**config.mk**
```make
export PLATFORM = sky130hd
export DESIGN_NAME = hwpe_stream_fifo_earlystall_param
export DESIGN_NICKNAME = d
export VERILOG_FILES = /design/src/rtl/hwpe_stream_fifo_pkg.sv /design/src/rtl/hwpe_stream_fifo_mem.sv /design/src/rtl/hwpe_stream_fifo_earlystall_param.sv
export SDC_FILE = /design/constraint.sdc
export NUM_CORES = 1
export LEC_CHECK = 0
export BUFFER_PORTS_ARGS = -buffer_cell sky130_fd_sc_hd__buf_4
export CAP_MARGIN = 20
export CORE_AREA = 2 2 183 149
export DETAILED_ROUTE_END_ITERATION = 12
export DIE_AREA = 0 0 185 151
export GPL_TIMING_DRIVEN = 1
export PLACE_DENSITY = 0.69
export SKIP_LAST_GASP = 1
export SYNTH_ARGS = -nofsm -noshare
export SYNTH_HDL_FRONTEND = slang
export SYNTH_SLANG_ARGS = --single-unit
```
**constraint.sdc**
```tcl
create_clock -name clk_i -period 9.62 [get_ports clk_i]
set_input_delay 0 -clock clk_i [delete_from_list [all_inputs] [get_ports clk_i]]
set_output_delay 0 -clock clk_i [all_outputs]
set_load 0.01 [all_outputs]
```
**src/rtl/hwpe_stream_fifo_pkg.sv**
```systemverilog
// Shared types and sizing helpers for the HWPE stream early-stall FIFO family.
package hwpe_stream_fifo_pkg;

    typedef enum logic [1:0] {
        EMPTY  = 2'd0,
        MIDDLE = 2'd1,
        FULL   = 2'd2
    } fifo_state_e;

    // Highest occupancy reachable once the early-stall entries are held back.
    function automatic int unsigned usable_f(input int unsigned depth, input int unsigned margin);
        return depth - margin;
    endfunction

    // The occupancy counter must be able to hold the value FIFO_DEPTH itself.
    function automatic int unsigned cnt_width_f(input int unsigned depth);
        return $clog2(depth) + 1;
    endfunction

endpackage

```
**src/rtl/hwpe_stream_fifo_mem.sv**
```systemverilog
// FIFO storage: one synchronous write port, one asynchronous read port, no reset.
module hwpe_stream_fifo_mem #(
    parameter int unsigned DATA_WIDTH = 32,
    parameter int unsigned DEPTH      = 8
) (
    input  logic                     clk,
    input  logic                     we,
    input  logic [$clog2(DEPTH)-1:0] waddr,
    input  logic [DATA_WIDTH-1:0]    wdata,
    input  logic [$clog2(DEPTH)-1:0] raddr,
    output logic [DATA_WIDTH-1:0]    rdata
);

    logic [DATA_WIDTH-1:0] mem [DEPTH];

    always_ff @(posedge clk) begin
        if (we) begin
            mem[waddr] <= wdata;
        end
    end

    assign rdata = mem[raddr];

endmodule

```
**src/rtl/hwpe_stream_fifo_earlystall_param.sv**
```systemverilog
// First-word-fall-through stream FIFO whose push_ready depends only on registered
// occupancy, with a configurable number of entries held back for early stall.
module hwpe_stream_fifo_earlystall_param
    import hwpe_stream_fifo_pkg::*;
#(
    parameter int unsigned DATA_WIDTH   = 32,
    parameter int unsigned FIFO_DEPTH   = 8,
    parameter int unsigned STALL_MARGIN = 1
) (
    input  logic                        clk_i,
    input  logic                        rst_ni,
    input  logic                        clear_i,
    input  logic                        push_valid_i,
    input  logic [DATA_WIDTH-1:0]       push_data_i,
    output logic                        push_ready_o,
    output logic                        pop_valid_o,
    output logic [DATA_WIDTH-1:0]       pop_data_o,
    input  logic                        pop_ready_i,
    output logic [$clog2(FIFO_DEPTH):0] count_o,
    output logic                        empty_o,
    output logic                        full_o
);

    localparam int unsigned USABLE = usable_f(FIFO_DEPTH, STALL_MARGIN);
    localparam int unsigned PTR_W  = $clog2(FIFO_DEPTH);
    localparam int unsigned CNT_W  = cnt_width_f(FIFO_DEPTH);

    fifo_state_e        state_q, state_d;
    logic [CNT_W-1:0]   count_q, count_d;
    logic [PTR_W-1:0]   push_ptr_q, push_ptr_d;
    logic [PTR_W-1:0]   pop_ptr_q, pop_ptr_d;
    logic               push;
    logic               pop;

    // Handshake flags decode the state register only; no path from pop_ready_i.
    assign push_ready_o = (state_q != FULL);
    assign pop_valid_o  = (state_q != EMPTY);
    assign empty_o      = (state_q == EMPTY);
    assign full_o       = (state_q == FULL);
    assign count_o      = count_q;

    assign push = push_valid_i & push_ready_o;
    assign pop  = pop_valid_o & pop_ready_i;

    always_ff @(posedge clk_i or negedge rst_ni) begin
        if (!rst_ni) begin
            state_q    <= EMPTY;
            count_q    <= '0;
            push_ptr_q <= '0;
            pop_ptr_q  <= '0;
        end else begin
            state_q    <= state_d;
            count_q    <= count_d;
            push_ptr_q <= push_ptr_d;
            pop_ptr_q  <= pop_ptr_d;
        end
    end

    // Next occupancy and pointers; clear drops any same-cycle push or pop.
    always_comb begin
        count_d    = count_q;
        push_ptr_d = push_ptr_q;
        pop_ptr_d  = pop_ptr_q;
        state_d    = state_q;

        if (clear_i) begin
            count_d    = '0;
            push_ptr_d = '0;
            pop_ptr_d  = '0;
        end else begin
            if (push) begin
                push_ptr_d = push_ptr_q + PTR_W'(1);
            end
            if (pop) begin
                pop_ptr_d = pop_ptr_q + PTR_W'(1);
            end
            case ({push, pop})
                2'b10:   count_d = count_q + CNT_W'(1);
                2'b01:   count_d = count_q - CNT_W'(1);
                default: count_d = count_q;
            endcase
        end

        if (count_d == '0) begin
            state_d = EMPTY;
        end else if (count_d == CNT_W'(USABLE)) begin
            state_d = FULL;
        end else begin
            state_d = MIDDLE;
        end
    end

    hwpe_stream_fifo_mem #(
        .DATA_WIDTH (DATA_WIDTH),
        .DEPTH      (FIFO_DEPTH)
    ) i_mem (
        .clk   (clk_i),
        .we    (push & ~clear_i),
        .waddr (push_ptr_q),
        .wdata (push_data_i),
        .raddr (pop_ptr_q),
        .rdata (pop_data_o)
    );

    a_count_bound: assert property (@(posedge clk_i) disable iff (!rst_ni)
        count_q <= CNT_W'(USABLE));

    a_head_stable: assert property (@(posedge clk_i) disable iff (!rst_ni)
        (pop_valid_o && !pop_ready_i && !clear_i) |=> $stable(pop_data_o));

    a_no_push_when_stalled: assert property (@(posedge clk_i) disable iff (!rst_ni)
        (!push_ready_o && !clear_i) |=> (count_q <= $past(count_q)));

endmodule

```
== Word level (Yosys, flattened, before mapping) ==
Memory sizes are Yosys's and may differ from the RTL's.
Cells that the tools add are included.

* $add $sub $neg: 4
* Eq/ne operators: 5
* Mux-type cells: 10
* Bitwise operators: 4
* Reductions and logical operators: 5

{| class="wikitable"
|+ Operators by type and width
! kind !! count
|-
| 3-bit two-way mux || 4
|-
| 4-bit one-hot mux with 2 select lines || 1
|-
| 3-bit by 1-bit adder with 3-bit output (second input constant) || 2
|-
| 2-bit nonzero test || 3
|-
| 4-bit by 1-bit adder with 4-bit output (second input constant) || 1
|-
| 2-bit == test (second input constant) || 2
|-
| 4-bit by 3-bit == test with 1-bit output (second input constant) || 1
|-
| 4-bit logical NOT || 1
|-
| 2-bit two-way mux || 2
|-
| 4-bit two-way mux || 1
|-
| 4-bit by 1-bit subtractor with 4-bit output (second input constant) || 1
|-
| 1-bit bitwise AND || 3
|-
| 2-bit by 1-bit == test with 1-bit output (second input constant) || 1
|-
| 2-bit logical NOT || 1
|-
| 1-bit two-way mux || 2
|-
| 2-bit != test (second input constant) || 1
|-
| 1-bit NOT || 1
|}

* Register bits after elaboration: 12
* Memory bits (writable): 256
* Bits of input ports: 37
* Output and inout bits: 40
* Word-level logic and storage cells: 33
* Memories kept: 1

{| class="wikitable"
|+ Memory list
! memory !! words !! width !! rd ports !! clocked after memory_dff !! wr ports !! RTL line !! RTL
|-
| i_mem.mem || 8 || 32 || 1 || 0 || 1 || hwpe_stream_fifo_mem.sv:14 || <nowiki>logic [DATA_WIDTH-1:0] mem [DEPTH];</nowiki>
|}

== Logic depth before layout (Yosys ltp) ==
* Word-level depth: 8
* Gate-level depth with buffers: 10

== Modules after synthesis ==
Synthesis repeated with hierarchy kept, for this count alone.

* Cell total of the unflattened synthesis: 457
* Area, all modules: 10555.1 um^2

{| class="wikitable"
|+ Modules (own cells, without submodules)
! module !! times used !! cells each !! area an instance (um^2) !! sequential area each (um^2)
|-
| hwpe_stream_fifo_mem || 1 || 383 || 9825.7 || 7687.4
|-
| hwpe_stream_fifo_earlystall_param || 1 || 74 || 729.4 || 300.3
|}

== Worst setup path after synthesis ==
Ideal clock, no wire load.

* Kind: reg2reg
* From: register state_q[0]
* To: memory i_mem.mem[0][0] (enable)
* Setup time: 0.461 ns
* Data arrival time: 3.357 ns
* Slack: 5.802 ns
* Stages on the path, launching flop included: 5
* Cells stage by stage: dfrtp_1 -> nand2b_1 -> nand2_1 -> or3_1 -> nor3_1

* Longest elaborated chain between the ends: 5

{| class="wikitable"
|+ RTL lines
! item !! RTL line !! RTL
|-
| start, declared || hwpe_stream_fifo_earlystall_param.sv:28 || <nowiki>fifo_state_e state_q, state_d;</nowiki>
|-
| start signal, assigned || hwpe_stream_fifo_earlystall_param.sv:52 || <nowiki>state_q <= state_d;</nowiki>
|-
| 2-bit != test || hwpe_stream_fifo_earlystall_param.sv:36 || <nowiki>assign push_ready_o = (state_q != FULL);</nowiki>
|-
| net push_ready_o || hwpe_stream_fifo_earlystall_param.sv:15 || <nowiki>output logic push_ready_o,</nowiki>
|-
| 1-bit bitwise AND || hwpe_stream_fifo_earlystall_param.sv:42 || <nowiki>assign push = push_valid_i & push_ready_o;</nowiki>
|-
| 1-bit bitwise AND || hwpe_stream_fifo_earlystall_param.sv:98 || <nowiki>.we (push & ~clear_i),</nowiki>
|-
| 1-bit two-way mux || hwpe_stream_fifo_mem.sv:17 || <nowiki>if (we) begin</nowiki>
|-
| 1-bit two-way mux (not written as such) || hwpe_stream_fifo_mem.sv:18 || <nowiki>mem[waddr] <= wdata;</nowiki>
|-
| end, declared || hwpe_stream_fifo_mem.sv:14 ||
|}

The timed path passes the listed nets, and every way through them passes these cells.

== Final worst setup path ==
* From: register pop_ptr_q[0]
* To: output port pop_data_o[13]

* Longest elaborated chain between the ends: 1

{| class="wikitable"
|+ RTL lines
! item !! RTL line !! RTL
|-
| start, declared || hwpe_stream_fifo_earlystall_param.sv:31 || <nowiki>logic [PTR_W-1:0] pop_ptr_q, pop_ptr_d;</nowiki>
|-
| start signal, assigned || hwpe_stream_fifo_earlystall_param.sv:55 || <nowiki>pop_ptr_q <= pop_ptr_d;</nowiki>
|-
| memory 8 x 32 bit || - ||
|-
| end, declared || hwpe_stream_fifo_earlystall_param.sv:17 || <nowiki>output logic [DATA_WIDTH-1:0] pop_data_o,</nowiki>
|}

No other way between the ends.

==> results.yml <==
run_status:
  status: "finished clean"
synth:
  avgSynthCellArea_sq_um: 22.51
  synthCells: 460
  synthDistinctLibCells: 37
  ys_ff_latch: 268
  synth-edff-count: 256
  ys_seq_area_frac: 0.7713
  syn_nets: 501
  synth-main-ff-cell: "edfxtp_1"
  async_reset_ff_frac: 0.04478
  ys_warn_count: 0
  synth_area_sq_mm: 0.01036
floorplanning:
  die_area_sq_mm: 0.02794
  pin_count: 77
  die_h_um: 151
  core_area_sq_mm: 0.02599
  rows: 53
  start_util: 0.3984
  die_x_um: 185
pwr:
  powerDensity_mw_per_mm2: 222.9
  peakVddDrop_mv: 0.1213
  power.leakage_nw: 4.171
place:
  place_inst: 882
  preCtsSetupSlack_ns: 6.482
  placed_cell_area_sq_mm: 0.01151
  gp_congestion: 0.7480
  dpl.hpwl_um: 11470
  portBuffers: 76
critical_path:
  arrival_ns: 3.13
  path_max_fanout: 43
  rrSetupSlack_ns: 6.90
  endpoint_kind: "primary output"
  r2r_start: "state_q[0]"
  rr_endpoint: "i_mem.mem[0][16]"
  critPathLaunchType: "flip-flop"
  crit_type: "reg2out"
  crit_required_ns: 9.62
  rr_worst_depth: 5
layout:
  area_growth_pct: 23.38
  fillerInstances: 2138
  num_antenna_cells: 0
  final_cell_mix: "edfxtp_1 (256), buf_4 (80), mux4_2 (64)"
  multiInputGateArea_sq_mm: 0.002316
  stdcell_count: 966
  final_common_cell: "edfxtp_1"
  seq_area_sq_mm: 0.007994
  drive_gt1_frac: 0.3875
  finalNetCount: 633
  final_area_sq_mm: 0.01278
timing:
  slew_headroom: 0.3161
  slew_viol_final: 0
  max_freq_ghz: 0.3193
  setup_slack_ns: 6.488
  finalHoldViolCount: 0
  rsz0062_at_grt: "false"
  period_needed_ns: 3.132
  worst_clock_skew_ns: 0.006498
  setup_viol: 0
  fin_crit_sh: 0.3255
  fin_tns_setup_ns: 0
  worstMarginPinSlew_ns: 1.026
global_route:
  grt_usage: 0.1448
  first_global_vias: 5173
  antenna_found_initial: 0
  gr-total-overflow: 0
  grt_max_degree: 67
  grt_pass1_wl_um: 30060
clock_network:
  clock_latency_ns: 0.52
  cts_made_buffers: 25
  ctsResizeCount: 0
  hold_buffers: 38
  clock_path_buffers: 3
  cts_tree: "done"
  cts_root_buffer: "clkbuf_16"
  cts.sink_count: 268
  post_cts_buffers: 0
  ctsHtreeMaxLevel: 1
  path_clk_slew_ns: 0.06
drt:
  drc: 0
  wl_um: 19680
  drt-pass1-iter-count: 4
  drt-vias-per-instance: 5.093
  vias: 4920
  drtIter0Drc: 416
  final_antenna_net_count: 0
  wl_per_cell_um: 20.38
min_path:
  hp-class: "in2reg"
  hp-start: "push_data_i[6]"
  holdPathEnd: "i_mem.mem[0][6]"
  hold_depth: 2
job:
  cap_violations: 0
-- report_power, final --
part	switching, W	internal [W]
logic	0.000202	0.000260
clock network	0.000399	0.000636
registers	0.0000391	0.00131
total	0.000640	0.00221
-- final cells by class --
class,instances,share of cell area
clock buffer,29,0.05014
clock inverter,15,0.01772
tap,357,0.03496
inverter,4,0.001175
timing repair buffer,126,0.08911
multi-input combinational,167,0.1813
sequential,268,0.6256
-- how the worst max path moves through the flow --
stage | from | endpoint | slack [ns] | cells after the start
after floorplan | state_q[0] | i_mem.mem[0][0] | 5.80 | 4
after global placement | state_q[0] | i_mem.mem[0][5] | 6.67 | 5
after detailed placement | state_q[0] | i_mem.mem[0][9] | 6.48 | 5
after CTS | pop_ptr_q[0] | pop_data_o[13] | 6.36 | 4
after global routing | pop_ptr_q[0] | pop_data_o[13] | 6.23 | 4
final | pop_ptr_q[0] | pop_data_o[13] | 6.49 | 4
-- stage by stage --
| step | hold WS, ns | power [W] | util |
|---|---|---|---|
| 5_1_grt | 0.2510 | 0.002961 | 0.4915 |
| 2_1_floorplan | -0.2956 | 0.001666 | - |
| 3_5_place_dp | -0.1490 | 0.001832 | 0.4427 |
| 6_report | 0.2534 | 0.002848 | 0.4915 |
| 4_1_cts | 0.2428 | 0.002875 | 0.4907 |
| 3_3_place_gp | -0.1513 | 0.001819 | 0.4375 |
-- flip-flops by register name, indices dropped and copies added (netlist names) --
register    count
count_o         4
i_mem.mem     256
pop_ptr_q       3
push_ptr_q      3
state_q         2
-- critical path, stage by stage (launching register included) --
cell     delay, ns
dfrtp_4       0.74
buf_4         0.76
mux4_2        0.62
mux2_2        0.30
buf_4         0.15
-- synth_stat cells, types with 2 or more instances --
library cell / instances / area (sq um)
edfxtp_1: 256 / 7687
mux4_2: 64 / 1441
mux2_2: 32 / 360.4
nor2_1: 16 / 60.06
dfrtp_1: 12 / 300.3
clkbuf_1: 11 / 41.29
buf_2: 8 / 40.04
nand2_1: 8 / 30.03
xor2_1: 5 / 43.79
a21oi_1: 4 / 20.02
ha_1: 4 / 50.05
inv_1: 3 / 11.26
nand2b_1: 3 / 18.77
nor3_1: 3 / 15.01
and2_1: 2 / 12.51
mux2i_1: 2 / 20.02
nand3_1: 2 / 10.01
nand4_1: 2 / 12.51
nor3b_1: 2 / 15.01
o21ai_0: 2 / 10.01
o221ai_1: 2 / 17.52
xnor2_1: 2 / 17.52
-- cell families (layout without fill, tap and decap cells) --
kind of cell	Yosys count	count (layout)	share of synthesized area
and+or+nand+nor	45	45	0.02247
xor gates and xnor gates	7	7	0.005920
adders and majority gates	4	4	0.004833
buffers and inverters	25	174	0.01039
muxes	99	99	0.1774
AOI/OAI and AO/OA	12	12	0.007734
DFF	268	268	0.7713
-- per-layer routing --
metal	routed length (um)	GRT usage
met1	8253	0.1994
met2	9680	0.2414
met3	1392	0.02621
met4	358	0.03611
met5	0	0
No activity file was read; power rests on OpenSTA's default activity.
